===== config.mk =====
export PLATFORM = sky130hd
export DESIGN_NAME = if_stage
export DESIGN_NICKNAME = d
export VERILOG_FILES = /design/src/rtl/if_stage_pkg.sv /design/src/rtl/if_fifo.sv /design/src/rtl/if_stage.sv
export SDC_FILE = /design/constraint.sdc
export NUM_CORES = 1
export LEC_CHECK = 0
export ABC_CLOCK_PERIOD_IN_PS = 8500
export CORE_ASPECT_RATIO = 1.2
export CORE_MARGIN = 4
export CORE_UTILIZATION = 45
export DETAILED_ROUTE_END_ITERATION = 10
export PLACE_DENSITY_LB_ADDON = 0.25
export SKIP_CTS_REPAIR_TIMING = 1
export SYNTH_ARGS = -nofsm -noshare
export SYNTH_HDL_FRONTEND = slang
export SYNTH_HIERARCHICAL = 1
export SYNTH_SLANG_ARGS = --single-unit

===== constraint.sdc =====
create_clock -name clk -period 8.5 [get_ports clk]
set_input_delay 2.125 -clock clk [delete_from_list [all_inputs] [get_ports clk]]
set_output_delay 2.125 -clock clk [all_outputs]
set_load 0.1 [all_outputs]

===== src/rtl/if_stage_pkg.sv =====
// Shared types and constants for the instruction fetch stage and its decode interface.
package if_stage_pkg;

  localparam int unsigned IF_DATA_WIDTH = 32;
  localparam int unsigned IF_INST_WIDTH = 32;
  localparam int unsigned IF_BUF_DEPTH  = 2;

  // addi x0,x0,0 -- used downstream to inject bubbles
  localparam logic [IF_INST_WIDTH-1:0] IF_NOP_INST = 32'h0000_0013;

  typedef struct packed {
    logic                     redirect;
    logic [IF_DATA_WIDTH-1:0] target;
  } if_stage_in_frm_ex_t;

  typedef struct packed {
    logic                     valid;
    logic [IF_INST_WIDTH-1:0] inst;
    logic [IF_DATA_WIDTH-1:0] pc;
    logic [IF_DATA_WIDTH-1:0] pc4;
  } if_stage_out_t;

endpackage


===== src/rtl/if_fifo.sv =====
// Small synchronous FIFO with clear and occupancy count; DEPTH must be a power of two.
module if_fifo #(
  parameter  int unsigned WIDTH = 32,
  parameter  int unsigned DEPTH = 2,
  localparam int unsigned CNT_W = $clog2(DEPTH) + 1
) (
  input  logic             clk,
  input  logic             arst_n,
  input  logic             i_push,
  input  logic [WIDTH-1:0] i_data,
  input  logic             i_pop,
  input  logic             i_clear,
  output logic [WIDTH-1:0] o_data,
  output logic [CNT_W-1:0] o_count
);

  localparam int unsigned PTR_W = $clog2(DEPTH);

  logic [WIDTH-1:0] r_mem [DEPTH];
  logic [PTR_W-1:0] r_rd_ptr;
  logic [PTR_W-1:0] r_wr_ptr;
  logic [CNT_W-1:0] r_count;
  logic             w_push;
  logic             w_pop;

  assign w_pop  = i_pop && (r_count != '0);
  assign w_push = i_push && ((r_count != CNT_W'(DEPTH)) || w_pop);

  always_ff @(posedge clk or negedge arst_n) begin
    if (!arst_n) begin
      r_rd_ptr <= '0;
      r_wr_ptr <= '0;
      r_count  <= '0;
    end else if (i_clear) begin
      r_rd_ptr <= '0;
      r_wr_ptr <= '0;
      r_count  <= '0;
    end else begin
      if (w_push) r_wr_ptr <= r_wr_ptr + PTR_W'(1);
      if (w_pop)  r_rd_ptr <= r_rd_ptr + PTR_W'(1);
      r_count <= r_count + CNT_W'(w_push) - CNT_W'(w_pop);
    end
  end

  // Storage carries no reset; consumers qualify the head with the count.
  always_ff @(posedge clk) begin
    if (w_push && !i_clear) r_mem[r_wr_ptr] <= i_data;
  end

  assign o_data  = r_mem[r_rd_ptr];
  assign o_count = r_count;

endmodule


===== src/rtl/if_stage.sv =====
// Instruction fetch stage: PC generation, credit-limited imem requests,
// response buffering for decode and redirect flushing of in-flight fetches.
module if_stage
  import if_stage_pkg::*;
#(
  parameter int unsigned          DATA_WIDTH = IF_DATA_WIDTH,
  parameter logic [DATA_WIDTH-1:0] RESET_PC  = '0,
  parameter int unsigned          BUF_DEPTH  = IF_BUF_DEPTH
) (
  input  logic                     clk,
  input  logic                     arst_n,
  output logic                     imem_req_valid,
  input  logic                     imem_req_ready,
  output logic [DATA_WIDTH-1:0]    imem_req_addr,
  input  logic                     imem_rsp_valid,
  input  logic [IF_INST_WIDTH-1:0] imem_rsp_data,
  input  logic                     stall,
  input  if_stage_in_frm_ex_t      if_stage_in_frm_ex,
  output if_stage_out_t            if_stage_out
);

  localparam int unsigned CNT_W = $clog2(BUF_DEPTH) + 1;
  localparam int unsigned OCC_W = CNT_W + 1;
  localparam int unsigned ENT_W = IF_INST_WIDTH + DATA_WIDTH;

  logic [DATA_WIDTH-1:0] r_pc;
  logic                  r_run;
  logic [CNT_W-1:0]      r_drop_cnt;

  logic [CNT_W-1:0]      w_inflight_cnt;
  logic [CNT_W-1:0]      w_buf_cnt;
  logic [DATA_WIDTH-1:0] w_rsp_pc;
  logic [ENT_W-1:0]      w_buf_head;
  logic [DATA_WIDTH-1:0] w_redirect_pc;
  logic [OCC_W-1:0]      w_occupancy;
  logic                  w_redirect;
  logic                  w_buf_valid;
  logic                  w_pop;
  logic                  w_accept;
  logic                  w_buf_push;

  assign w_redirect    = if_stage_in_frm_ex.redirect;
  assign w_redirect_pc = if_stage_in_frm_ex.target & ~DATA_WIDTH'(3);
  assign w_buf_valid   = (w_buf_cnt != '0);
  assign w_pop         = w_buf_valid && !stall && !w_redirect;

  // Every accepted fetch owns a buffer slot until decode consumes it.
  assign w_occupancy    = OCC_W'(w_inflight_cnt) + OCC_W'(w_buf_cnt) - OCC_W'(w_pop);
  assign imem_req_valid = r_run && !w_redirect && (w_occupancy < OCC_W'(BUF_DEPTH));
  assign imem_req_addr  = r_pc;
  assign w_accept       = imem_req_valid && imem_req_ready;
  assign w_buf_push     = imem_rsp_valid && (r_drop_cnt == '0) && !w_redirect;

  if_fifo #(.WIDTH(DATA_WIDTH), .DEPTH(BUF_DEPTH)) u_pc_queue (
    .clk     (clk),
    .arst_n  (arst_n),
    .i_push  (w_accept),
    .i_data  (r_pc),
    .i_pop   (imem_rsp_valid),
    .i_clear (1'b0),
    .o_data  (w_rsp_pc),
    .o_count (w_inflight_cnt)
  );

  if_fifo #(.WIDTH(ENT_W), .DEPTH(BUF_DEPTH)) u_inst_buf (
    .clk     (clk),
    .arst_n  (arst_n),
    .i_push  (w_buf_push),
    .i_data  ({imem_rsp_data, w_rsp_pc}),
    .i_pop   (w_pop),
    .i_clear (w_redirect),
    .o_data  (w_buf_head),
    .o_count (w_buf_cnt)
  );

  // PC, run enable and count of stale responses still owed by memory.
  always_ff @(posedge clk or negedge arst_n) begin
    if (!arst_n) begin
      r_pc       <= RESET_PC;
      r_run      <= 1'b0;
      r_drop_cnt <= '0;
    end else begin
      r_run <= 1'b1;
      if (w_redirect) begin
        r_pc       <= w_redirect_pc;
        r_drop_cnt <= w_inflight_cnt - CNT_W'(imem_rsp_valid);
      end else begin
        if (w_accept) r_pc <= r_pc + DATA_WIDTH'(4);
        if (imem_rsp_valid && (r_drop_cnt != '0)) r_drop_cnt <= r_drop_cnt - CNT_W'(1);
      end
    end
  end

  always_comb begin
    if_stage_out = '0;
    if (w_buf_valid) begin
      if_stage_out.valid = 1'b1;
      if_stage_out.inst  = w_buf_head[ENT_W-1 -: IF_INST_WIDTH];
      if_stage_out.pc    = w_buf_head[DATA_WIDTH-1:0];
      if_stage_out.pc4   = w_buf_head[DATA_WIDTH-1:0] + DATA_WIDTH'(4);
    end
  end

endmodule


==> impl_metrics.tcl <==
set metrics [dict create \
    cp-start-kind "flip-flop" \
    firstDrtPassIters 4 \
    fill_cells 1855 \
    numPortBuffers 195 \
    wl_met3_um 1390 \
    finalSetupViolations 0 \
    core_mm2 0.0233 \
    cts.sinks 233 \
    yosysMostFrequentCell "edfxtp_1" \
    hold_viol 0 \
    avgSynthCellArea_um2 13.6 \
    grt_first_pass_wirelength_um 36900 \
    synth-async-reset-ratio_pct 17.6 \
    area_growth_pct 28.2 \
    synthTopCellsByArea "edfxtp_1 (54%), dfrtp_1 (9.6%), mux2_1 (5.8%)" \
    leakage_uw 0.00469 \
    p_seq_share_pct 42.0 \
    worst-path-buf-inv 2 \
    clkPwrFrac_pct 29.1 \
    slew_headroom_pct 26.5 \
    cts_tree "yes" \
    synth_commonest_cells "edfxtp_1 (192), nor2b_1 (77), mux2_1 (55)" \
    maxCapViolations 0 \
    syn_inst 786 \
    slowest_stage "clkdlybuf4s50_1" \
    wl_um 23400 \
    synthFlopType "edfxtp_1" \
    fin_area_mm2 0.0137 \
    clockRootBuffer "clkbuf_16" \
    clock_latency_ps 500 \
    setup_tns_ps 0 \
    cpMostUsedCell "nor2_1" \
    slew_violations 0 \
    vias 6866 \
    worstPathCellList "buf_4 > mux2_1 > nand3_1 > nor2_1 > nand4_1 > xor2_1 > nor2_1 > clkdlybuf4s50_1" \
    ys_ff_latch 233 \
    p_int_uw 2190 \
    die_area_mm2 0.0263 \
    dp_cells 1280 \
    start_util_pct 46.0 \
    yosys_warnings 6 \
    max_stage_delay_ps 1180 \
    critPathCaptureType "output port" \
    synth_top_area_share_pct 53.9 \
    grt_max_degree 96 \
    max_freq_mhz 144 \
    grt_setup_unrepaired "false" \
    grt_overflow 0 \
    netlist.top_cell.by_area "edfxtp_1" \
    cp_top_family "buffers and inverters" \
    numCtsBuffers 23 \
    finClkSkew_ps 11.2 \
    whs_endpoint "u_pc_queue/r_rd_ptr$_DFFE_PN0P_" \
    min_from "u_pc_queue/r_rd_ptr$_DFFE_PN0P_" \
    power.density_mw_per_mm2 246 \
    vias_per_cell 5.20 \
    tightest_slew_ps 1100 \
    worstPathArrival_ps 4820 \
    num_rows 61 \
    r2r_cells 12 \
    diodes 0 \
    combPwrFrac_pct 28.8 \
    worst_hold_slack_ps 555 \
    seq_area_frac_synth_pct 63.5 \
    p_sw_uw 1180 \
    min_period_ps 6950 \
    regToRegEndpoint "u_pc_queue/r_mem[1][10]$_DFFE_PP_" \
    hold_path.class "flip-flop to flip-flop" \
    highest_layer "met4" \
    cp_max_fo 43 \
    drive_above_1_share_pct 10.7 \
    swShare_pct 35.1 \
    htreeDepth 1 \
    antenna_left 0 \
    dp_hpwl_um 15300 \
    first_iter_violations 366 \
    routed-wl-met2_um 12000 \
    ys_types 58 \
    path_class "flip-flop to output port" \
    ioPinCount 200 \
    place.gp.congestion 0.825 \
    synth_enable_flop_cells 192 \
    synth_area_mm2 0.0107 \
    rrSetupSlack_ps 4270 \
    cts.path.max_buffers 3 \
    fin_nets 1071 \
    place_area_mm2 0.0130 \
    grt_usage_pct 17.5 \
    ir_drop_mv 0.156 \
    fp.dieH_um 177 \
    clk_pin_slew_ps 60 \
    grt_pass1_vias 6960 \
    cp.required_ps 6380 \
    r2r_start "u_inst_buf/o_count[0]$_DFF_PN0_" \
    avgRoutedWirePerCell_um 17.8 \
    fp.dieW_um 149 \
    drt-met1-wl_um 9620 \
    antenna_found_initial 0 \
    hold_depth 2 \
    outcome "finished clean" \
    drc 0 \
    fin_cells 1321 \
    final_util_pct 58.9 \
    min_period_over_period_pct 81.7 \
]
-- layout by cell type (no fill, tap or decap), drive strengths merged, types with 13 or more instances in the layout --
master           n
dfrtp           41
o21ai           13
xor2            25
clkdlybuf4s50  192
buf             13
mux2            98
inv             17
clkbuf          31
nand2           44
a21oi           14
conb            14
edfxtp         192
nand4           20
nand3           31
and3            13
nor2            50
nor2b           77
-- kinds of logic after synthesis --
kind of cell	synth area share, %
xor gates and xnor gates	3.03
and+or+nand+nor	15.0
other	0.0702
AOI/OAI and AO/OA	4.01
buffers and inverters	2.51
adders and majority gates	1.36
DFF	63.5
muxes	10.6
-- power groups by stage --
stage                     logic, µW  clock network [µW]  registers (µW)
after CTS                       980                1010            1420
after detailed placement        976                   0            1440
after global placement          966                   0            1440
final                           972                 982            1420
after global routing           1020                1060            1430
after floorplan                 572                   0            1590
-- worst register-to-register path, delay by kind of cell (launching register included) --
kind                     cells  cell delay [ps]
AND/OR/NAND/NOR              6             1500
adder cells (fa/ha/maj)      2              860
buffers and inverters        3              820
flip-flops                   1              490
AO/OA/AOI/OAI                1              180
-- how the worst max path moves through the flow --
stage / start / end / slack [ps] / depth (start not counted)
6_report: u_inst_buf/r_rd_ptr$_DFFE_PN0P_ / if_stage_out[30] / 1550 / 8
2_1_floorplan: if_stage_in_frm_ex[32] / imem_req_valid / 160 / 9
5_1_grt: u_inst_buf/r_rd_ptr$_DFFE_PN0P_ / if_stage_out[27] / 1250 / 8
3_5_place_dp: stall / imem_req_valid / 1690 / 8
3_3_place_gp: stall / imem_req_valid / 1650 / 8
4_1_cts: u_inst_buf/r_rd_ptr$_DFFE_PN0P_ / if_stage_out[30] / 1450 / 8
-- final cells by class --
class                      count  area, µm²  area share, %
clock buffer                  31        626           4.56
clock inverter                10        108          0.785
inverter                      16       60.1          0.438
multi-input combinational    511       3720           27.1
sequential                   233       6790           49.5
tap                          315        394           2.87
timing repair buffer         205       2010           14.7
-- registers in the layout, indices dropped and copies added (netlist names) --
register / count
u_pc_queue/r_mem: 64
r_run: 1
u_pc_queue/r_wr_ptr: 1
u_inst_buf/r_mem: 128
u_inst_buf/r_rd_ptr: 1
u_inst_buf/r_wr_ptr: 1
u_inst_buf/o_count: 2
r_drop_cnt: 2
imem_req_addr: 30
u_pc_queue/r_rd_ptr: 1
u_pc_queue/o_count: 2
-- layer usage --
metal	global-route usage, %	vias up
met5	0	-
met4	4.69	0
met3	3.15	32
met2	30.8	214
met1	22.4	3340
li1	-	3280
-- stage by stage --
step	worst slack (ps)	power, µW
floorplan	156	2160
global placement	1650	2400
detailed placement	1690	2420
CTS	1450	3410
global route	1250	3510
finish	1550	3370
Note: power is estimated with default switching activity, not from simulation.
